--- src/rtl/mulmod128_reduce_pipe_pkg.sv ---
// mulmod128_reduce_pipe_pkg: widths and constants for reduction modulo P = 2^64 - 2^32 + 1
package mulmod128_reduce_pipe_pkg;
    localparam int P_WIDTH = 64;
    localparam int W_WIDTH = 32;
    localparam int PD_WIDTH = 128;
    localparam int TAG_WIDTH = 8;
    localparam logic [63:0] P = 64'hFFFF_FFFF_0000_0001;
    localparam logic [63:0] EPS = 64'h0000_0000_FFFF_FFFF;
endpackage

--- src/rtl/mulmod128_reduce_pipe_stage.sv ---
// mulmod_pipe_stage: valid/tag/data pipeline register, holds on stall, captures payload only when valid
module mulmod_pipe_stage #(
    parameter int D_WIDTH = 64,
    parameter int TAG_WIDTH = 8
) (
    input  logic                 clk,
    input  logic                 rst_n,
    input  logic                 en,
    input  logic                 valid_in,
    input  logic [TAG_WIDTH-1:0] tag_in,
    input  logic [D_WIDTH-1:0]   data_in,
    output logic                 valid,
    output logic [TAG_WIDTH-1:0] tag,
    output logic [D_WIDTH-1:0]   data
);
    always_ff @(posedge clk or negedge rst_n)
        if (!rst_n) begin
            valid <= 1'b0;
            tag <= '0;
            data <= '0;
        end else if (en) begin
            valid <= valid_in;
            if (valid_in) begin
                tag <= tag_in;
                data <= data_in;
            end
        end
endmodule

--- src/rtl/mulmod128_reduce_pipe.sv ---
// mulmod128_reduce_pipe: 3-stage valid/ready pipeline reducing a 128-bit product x (Mul_in, tag_in) to x mod P (res_out, tag_out)
module mulmod128_reduce_pipe #(
    parameter int P_WIDTH = mulmod128_reduce_pipe_pkg::P_WIDTH,
    parameter int PD_WIDTH = mulmod128_reduce_pipe_pkg::PD_WIDTH,
    parameter int W_WIDTH = mulmod128_reduce_pipe_pkg::W_WIDTH,
    parameter int TAG_WIDTH = mulmod128_reduce_pipe_pkg::TAG_WIDTH
) (
    input  logic                 clk,
    input  logic                 rst_n,
    input  logic                 in_valid,
    output logic                 in_ready,
    input  logic [PD_WIDTH-1:0]  Mul_in,
    input  logic [TAG_WIDTH-1:0] tag_in,
    output logic                 out_valid,
    input  logic                 out_ready,
    output logic [P_WIDTH-1:0]   res_out,
    output logic [TAG_WIDTH-1:0] tag_out
);
    import mulmod128_reduce_pipe_pkg::P;
    import mulmod128_reduce_pipe_pkg::EPS;
    logic                   stall;
    logic                   v1, v2;
    logic [TAG_WIDTH-1:0]   t1, t2;
    logic [2*P_WIDTH-1:0]   s1_q;
    logic [P_WIDTH-1:0]     s2_q;
    logic [W_WIDTH-1:0]     a, b;
    logic [P_WIDTH:0]       d_full, s_full;
    logic [P_WIDTH-1:0]     d_n, m_n, s_n, r_n;
    assign stall = out_valid & ~out_ready;
    assign in_ready = ~stall;
    always_comb begin
        a = Mul_in[PD_WIDTH-1 -: W_WIDTH];
        b = Mul_in[P_WIDTH +: W_WIDTH];
        d_full = {1'b0, Mul_in[P_WIDTH-1:0]} - {{(P_WIDTH-W_WIDTH+1){1'b0}}, a};
        d_n = d_full[P_WIDTH] ? d_full[P_WIDTH-1:0] - EPS : d_full[P_WIDTH-1:0];
        m_n = {b, {W_WIDTH{1'b0}}} - {{W_WIDTH{1'b0}}, b};
        s_full = {1'b0, s1_q[2*P_WIDTH-1:P_WIDTH]} + {1'b0, s1_q[P_WIDTH-1:0]};
        s_n = s_full[P_WIDTH] ? s_full[P_WIDTH-1:0] + EPS : s_full[P_WIDTH-1:0];
        r_n = (s2_q >= P) ? s2_q - P : s2_q;
    end
    mulmod_pipe_stage #(.D_WIDTH(2*P_WIDTH), .TAG_WIDTH(TAG_WIDTH)) u_s1 (
        .clk(clk), .rst_n(rst_n), .en(~stall), .valid_in(in_valid & in_ready),
        .tag_in(tag_in), .data_in({d_n, m_n}), .valid(v1), .tag(t1), .data(s1_q)
    );
    mulmod_pipe_stage #(.D_WIDTH(P_WIDTH), .TAG_WIDTH(TAG_WIDTH)) u_s2 (
        .clk(clk), .rst_n(rst_n), .en(~stall), .valid_in(v1),
        .tag_in(t1), .data_in(s_n), .valid(v2), .tag(t2), .data(s2_q)
    );
    mulmod_pipe_stage #(.D_WIDTH(P_WIDTH), .TAG_WIDTH(TAG_WIDTH)) u_s3 (
        .clk(clk), .rst_n(rst_n), .en(~stall), .valid_in(v2),
        .tag_in(t2), .data_in(r_n), .valid(out_valid), .tag(tag_out), .data(res_out)
    );
endmodule

--- config.mk ---
export PLATFORM = sky130hd
export DESIGN_NAME = mulmod128_reduce_pipe
export DESIGN_NICKNAME = d
export VERILOG_FILES = /design/src/rtl/mulmod128_reduce_pipe_pkg.sv /design/src/rtl/mulmod128_reduce_pipe_stage.sv /design/src/rtl/mulmod128_reduce_pipe.sv
export SDC_FILE = /design/constraint.sdc
export NUM_CORES = 1
export LEC_CHECK = 0
export CELL_PAD_IN_SITES_DETAIL_PLACEMENT = 1
export CELL_PAD_IN_SITES_GLOBAL_PLACEMENT = 1
export CORE_ASPECT_RATIO = 0.75
export CORE_MARGIN = 10
export CORE_UTILIZATION = 30
export DETAILED_ROUTE_END_ITERATION = 10
export PLACE_DENSITY_LB_ADDON = 0.08
export SLEW_MARGIN = 40
export SYNTH_ARGS = -nofsm -noshare
export SYNTH_HDL_FRONTEND = slang
export SYNTH_SLANG_ARGS = --single-unit
--- constraint.sdc ---
create_clock -name clk -period 9.1 [get_ports clk]
set_clock_uncertainty 0.2 [all_clocks]
set_input_delay 1.82 -clock clk [delete_from_list [all_inputs] [get_ports clk]]
set_output_delay 1.82 -clock clk [all_outputs]
set_load 0.005 [all_outputs]
==> run_results.csv, run 1 <==
group,metric,value,unit
run_status,outcome,"finished, final reports clean",
floorplanning,boundaryPins,214,
setup_path,critPathTopFamily,"simple AND/OR/NAND/NOR gates",
global_route,grt_pass1_wl,122000,um
layout,finalNetCount,3003,
logic_synthesis,synth_largest_area_cell,"dfrtp_1",
setup_path,crit_path_top_delay_cell,"or4_1",
global_route,grt_usage,0.186,
timing,slew_violations,0,
power,power_frac_clock,0.200,
timing,setup_violations,0,
power,combPwrFrac,0.520,
setup_path,cp_cell_sequence,"clkdlybuf4s50_1, ha_1, inv_1, fa_1, a21oi_1, o21ai_1, a21o_1, a21o_1, a21oi_1, a21o_1, o21ai_1, nand3b_1, or4_1, or3_4, or3_1, a31oi_1",
floorplanning,start_util,0.302,
setup_path,path_common_cell,"a21o_1",
detailed_routing,detail-route-antenna-nets,0,
setup_path,cp-end-kind,"flop",
global_route,grt-ovfl-total,0,
setup_path,crit_arrival,6.77,ns
power,pwr-share-seq,0.280,
setup_path,crit_fanout,17,
global_route,antenna_found_initial,7,
timing,fin_crit_sh,0.717,
logic_synthesis,asyncSetResetFlopFracSynth,1.00,
logic_synthesis,synth_seq_cells,283,
detailed_routing,drt-pass1-iter-count,5,
layout,diodes,0,
logic_synthesis,synthSimpleGateAreaFrac,0.232,
layout,drive_gt1_frac,0.0506,
logic_synthesis,syn_avg_cell_area,8.08,um2
logic_synthesis,synthMuxAreaShare,0.0187,
logic_synthesis,mappedNetlistArea,21100,um2
layout,ff_latch_area,7080,um2
setup_path,critPathKind,"input port to flop",
timing,rsz0062_at_grt,"no",
setup_path,max_stage_delay,0.81,ns
global_route,grt_pass1_vias,20100,
logic_synthesis,seq_area_frac_synth,0.335,
layout,fillers,8317,
power,p_leak,10.2,nW
hold_path,hold_class,"flop to flop",
clock_tree,cts_tree,"built",
power,power.density,301,nW/um2
detailed_routing,wire_per_inst,21.0,um
setup_path,crit_path_start_kind,"input port",
detailed_routing,routed_wl,78300,um
timing,fin_setup_tns,0,ns
placement,dp_hpwl,64400,um
logic_synthesis,syn_inst,2617,
layout,syn_to_final_growth,20.5,%
global_route,grt_max_degree,129,
clock_tree,cts-root-buf,"clkbuf_16",
layout,multi_input_area,13400,um2
logic_synthesis,syn-num-nets,2860,
power,irDropWorstVdd,112,uV
detailed_routing,viasPerCell,5.26,
placement,port_buffers,213,
clock_tree,clk_latency,0.54,ns
power,internal-power,0.00429,W
timing,hold_viol,0,
timing,tightest_slew,0.794,ns
clock_tree,ctsResizeCount,0,
clock_tree,post-cts-setup-buffer-count,0,
detailed_routing,drc,0,
timing,min_period,6.53,ns
logic_synthesis,yosys.area_share.adder,0.0617,
setup_path,critical_path_buf_inv_count,2,
logic_synthesis,synth_area_leaders,"dfrtp_1, nand2_1, xnor2_1",
placement,place.gp.congestion,0.877,
logic_synthesis,synth-edff-count,0,
logic_synthesis,synth_warnings,0,
logic_synthesis,synth_top_family_by_area,"simple AND/OR/NAND/NOR gates",
logic_synthesis,ys.flop_type,"dfrtp_1",
job,max-cap-violations,0,
floorplanning,rows,84,
floorplanning,die_area,81600,um2
power,p_sw_frac,0.441,
clock_tree,htreeDepth,2,
power,p_switching,0.00339,W
detailed_routing,via_count,19600,
clock_tree,path_clk_slew,0.06,ns
setup_path,required,9.34,ns
clock_tree,cts_max_path_buffers,3,
floorplanning,die_w,326,um
detailed_routing,drt-initial-drc-count,1088,
floorplanning,core,69900,um2
timing,maxSlewHeadroom,0.466,
floorplanning,fp.dieH,250,um
logic_synthesis,synth_compound_area_frac,0.217,
clock_tree,cts.sinks,283,
logic_synthesis,synth.distinct_cells,93,
power,total_power,0.00767,W
timing,timing.fmax,153,MHz
logic_synthesis,yosysTopAreaCellShare,0.335,
clock_tree,cts_buffers,35,
clock_tree,cts-hold-fix-buffers,0,
logic_synthesis,synth_xor_xnor_area_share,0.0995,
tightest hold or removal path, delay by kind of cell, from the launching register on:
family           cells  cell delay, ns
AND/OR/NAND/NOR      1            0.05
AO/OA/AOI/OAI        1            0.06
flip-flops           1            0.34
cell usage after synthesis, types with 13 or more instances:
cell type / count
o21a_1: 22
o31ai_1: 13
a31oi_1: 26
nor2_1: 182
or4_1: 19
a21oi_1: 140
inv_1: 76
buf_2: 15
nand4_1: 52
xnor2_1: 165
xor2_1: 75
dfrtp_1: 283
o21ai_1: 30
o211ai_1: 13
or3_1: 42
mux2_2: 28
nand2b_1: 22
clkbuf_1: 99
a22o_1: 32
o21ai_0: 270
a211oi_1: 14
nand2_1: 420
and2_1: 19
ha_1: 101
nor4_1: 54
and3_1: 13
nand3_1: 47
nor3_1: 87
a21o_1: 65
kinds of logic after synthesis:
family,count (synthesis)
flops,283
simple gates,1028
buf+inv,196
compound gates,731
fa+ha+maj,103
mux,36
xor+xnor,240
state kept, by name, summed over array words and instances (netlist names):
name / flops
u_s3.data: 64
u_s3.valid: 1
u_s1.tag: 8
u_s2.data: 64
u_s1.data: 128
u_s1.valid: 1
u_s3.tag: 8
u_s2.valid: 1
u_s2.tag: 8
routing by layer:
metal,up-vias,wire length (um),global-route usage
met5,-,92,0
li1,9702,-,-
met2,340,33100,0.284
met3,80,3600,0.0334
met4,14,1440,0.0385
met1,9472,40100,0.268
path summary, 6_finish.rpt:
| kind | end | from | slack, ns | cells after the start |
|---|---|---|---|---|
| min in group asynchronous | u_s3.data[9] | rst_n | 1.07 | 1 |
| min reg2reg | u_s3.data[26] | u_s3.data[26] | 0.28 | 2 |
| max in group asynchronous | u_s1.data[35] | rst_n | 6.32 | 3 |
| max reg2reg | u_s2.data[60] | u_s1.data[64] | 3.80 | 15 |
| min | u_s3.data[26] | u_s3.data[26] | 0.28 | 2 |
| max | u_s1.data[95] | Mul_in[96] | 2.57 | 16 |
cell type report:
cell class	instances	share of cell area
Clock inverter	15	0.0114
Multi-Input combinational cell	2138	0.525
Tap cell	946	0.0465
Clock buffer	47	0.0381
Sequential cell	283	0.278
Timing Repair Buffer	225	0.0891
Inverter	77	0.0114
through the flow:
stage                     utilization  area [um2]  instances  setup WS [ns]  hold slack (ns)
final                           0.364       25500       3731           2.57            0.276
after global routing            0.364       25500       3731           2.17            0.299
after CTS                       0.364       25400       3731           2.48            0.284
after detailed placement        0.346       24200       3669           1.93            0.267
after global placement          0.345       24100       3668           2.06            0.253
after floorplan                     -       21100       2617           3.38            0.236
cells in the final DEF, fill, tap and decap left out, types with 42 or more instances in the layout:
cell | Yosys | routed
o21ai_0 | 270 | 269
nand4_1 | 52 | 52
a21oi_1 | 140 | 140
a21o_1 | 65 | 65
inv_1 | 76 | 76
xnor2_1 | 165 | 165
nor4_1 | 54 | 53
nand2_1 | 420 | 417
nand3_1 | 47 | 47
clkdlybuf4s50_1 | 0 | 212
dfrtp_1 | 283 | 283
or3_1 | 42 | 42
nor2_1 | 182 | 182
xor2_1 | 75 | 75
nor3_1 | 87 | 87
ha_1 | 101 | 101
power by group through the flow:
| stage | sequential [W] | clock, W | combinational (W) |
|---|---|---|---|
| detailed placement | 0.00217 | 0 | 0.00397 |
| global route | 0.00221 | 0.00163 | 0.00445 |
| global placement | 0.00215 | 0 | 0.00389 |
| finish | 0.00215 | 0.00154 | 0.00399 |
| CTS | 0.00215 | 0.00158 | 0.00400 |
| floorplan | 0.00199 | 0 | 0.00263 |
Note: power is estimated with default switching activity, not from simulation.
==> inputs of run 2 (changes only) <==
Clock period 9.1 ns to 5.4 ns, I/O delays scaled along.
==> run 2 against run 1 <==
Compared with the run above: non-clock buffer count increased by 103; critical path type is now flop to flop; largest cell class unchanged; final area increased by 2.6%; sequential share of layout area decreased by 0.70 points; critical path depth unchanged; hold slack got worse by 0.14 ns; critical endpoint is now u_s2.data[60]; combinational power increased by 71%; total power increased by 67%; register-to-register slack got worse by 3.4 ns; highest routed layer unchanged; worst setup slack got worse by 2.2 ns.
==> run_results.csv, run 2 (synthesized netlist as in run 1, its figures left out) <==
group,metric,value,unit
run_status,outcome,"finished, final reports clean",
setup_path,critical_path_buf_inv_count,2,
global_route,antenna_found_initial,6,
clock_tree,cts_buffers,34,
floorplanning,core,69900,um2
timing,tightest_slew,0.876,ns
global_route,met2_usage,0.295,
timing,hold_viol,0,
power,p_sw_frac,0.442,
timing,slew_violations,0,
setup_path,crit_path_top_delay_cell,"a2111oi_2",
layout,mostFrequentLayoutCell,"nand2_1",
power,p_leak,10.6,nW
setup_path,r2r_slack,0.38,ns
hold_path,hold_class,"input port to asynchronous set/reset pin",
global_route,met1_usage,0.273,
power,irDropWorstVdd,188,uV
placement,place.gp.congestion,0.874,
clock_tree,post-cts-setup-buffer-count,0,
clock_tree,cts.sinks,283,
clock_tree,cts_tree,"built",
power,pwr-share-seq,0.282,
clock_tree,cts_max_path_buffers,3,
timing,holdWs,0.134,ns
global_route,grt-ovfl-total,0,
setup_path,cp-end-kind,"flop",
detailed_routing,drc,0,
layout,final_cell_mix,"nand2_1, dfrtp_1, o21ai_0",
job,max-cap-violations,0,
clock_tree,ctsResizeCount,0,
floorplanning,boundaryPins,214,
placement,port_buffers,213,
placement,place_ws,-0.140,ns
global_route,grt_max_degree,94,
global_route,grtUsageMet3,0.0265,
clock_tree,path_clk_slew,0.06,ns
detailed_routing,via_count,19900,
setup_path,max_stage_delay,0.56,ns
clock_tree,cts-root-buf,"clkbuf_16",
placement,dp_hpwl,65800,um
layout,finalNetCount,3105,
placement,dpl.cell_count,3772,
floorplanning,start_util,0.302,
floorplanning,rows,84,
timing,fin_crit_sh,0.930,
detailed_routing,wire_per_inst,20.6,um
layout,top_register,"u_s1.data",
setup_path,crit_arrival,5.22,ns
floorplanning,die_w,326,um
power,internal-power,0.00714,W
detailed_routing,routed_wl,78800,um
global_route,busiest_layer,"met2",
timing,timing.fmax,199,MHz
setup_path,critPathKind,"flop to flop",
timing,fin_setup_tns,0,ns
layout,final_area,26100,um2
setup_path,critPathLaunch,"u_s1.data[64]",
power,power.density,490,nW/um2
detailed_routing,detail-route-antenna-nets,0,
setup_path,critPathTopFamily,"compound AO/OA/AOI/OAI gates",
global_route,grt_pass1_vias,21000,
layout,drive_gt1_frac,0.0842,
setup_path,crit_path_start_kind,"flop",
power,combPwrFrac,0.534,
setup_path,crit_fanout,5,
clock_tree,cts-hold-fix-buffers,0,
layout,largest_registers,"u_s1.data (128), u_s2.data (64), u_s3.data (64)",
layout,largest_reg_flops,128,
setup_path,rr_startpoint,"u_s1.data[64]",
timing,min_period,5.02,ns
detailed_routing,drt-pass1-iter-count,5,
clock_tree,clk_latency,0.55,ns
setup_path,path_common_cell,"o2111ai_1",
timing,setup_violations,0,
clock_tree,htreeDepth,2,
layout,stdcell_count,3834,
timing,setup_slack,0.380,ns
timing,rsz0062_at_grt,"no",
setup_path,cp_cell_sequence,"ha_1, inv_1, fa_1, nor2b_1, o2111ai_1, a211o_1, a31oi_2, o31ai_1, a2111oi_2, buf_4, o21ai_0, nor4_2, o2111ai_1, nor4_1, xnor2_1, o21ai_1",
layout,syn_to_final_growth,23.6,%
floorplanning,fp.dieH,250,um
floorplanning,die_area,81600,um2
global_route,grt_pass1_wl,124000,um
setup_path,required,5.60,ns
power,power_frac_clock,0.184,
global_route,grt_usage,0.188,
power,p_switching,0.00566,W
detailed_routing,drt-initial-drc-count,1061,
timing,maxSlewHeadroom,0.416,
detailed_routing,viasPerCell,5.20,
placement,placed_cell_area,24900,um2
[run 2: power groups by stage]
stage | Clock, W | Sequential [W] | Combinational (W)
finish | 0.00235 | 0.00361 | 0.00684
global route | 0.00251 | 0.00372 | 0.00766
CTS | 0.00241 | 0.00362 | 0.00687
detailed placement | 0 | 0.00365 | 0.00683
global placement | 0 | 0.00362 | 0.00667
floorplan | 0 | 0.00336 | 0.00443
[run 2: path summary, 6_finish.rpt]
check / depth (start not counted) / endpoint
min in group clk: 2 / u_s3.data[3]
max in group asynchronous: 3 / u_s2.data[34]
max reg2reg: 16 / u_s2.data[60]
max: 16 / u_s2.data[60]
min reg2reg: 2 / u_s3.data[3]
min: 1 / u_s3.data[5]
[run 2: layout make-up]
type	instances	area [um2]
Clock inverter	12	150
Multi-Input combinational cell	2138	13300
Tap cell	946	1180
Antenna cell	2	5.00
Sequential cell	283	7080
Timing Repair Buffer	328	3070
Fill cell	8297	43800
Inverter	77	289
Clock buffer	48	995
[run 2: worst reg2reg max path, stage by stage, from the launching register on]
cell and delay (ns):
dfrtp_1 0.37, ha_1 0.18, inv_1 0.06, fa_1 0.41, nor2b_1 0.16, o2111ai_1 0.24
a211o_1 0.46, a31oi_2 0.37, o31ai_1 0.24, a2111oi_2 0.57, buf_4 0.24, o21ai_0 0.11
nor4_2 0.27, o2111ai_1 0.35, nor4_1 0.37, xnor2_1 0.20, o21ai_1 0.09
[run 2: metal layers]
layer,vias up,part of all wire
met3,61,0.036
met2,310,0.44
met5,-,0.00082
met1,9649,0.51
li1,9897,-
met4,8,0.014
[run 2: through the flow]
step                      power [W]   util
final                        0.0128  0.374
after global placement       0.0103  0.356
after detailed placement     0.0105  0.357
after floorplan             0.00779      -
after global routing         0.0139  0.374
after CTS                    0.0129  0.373
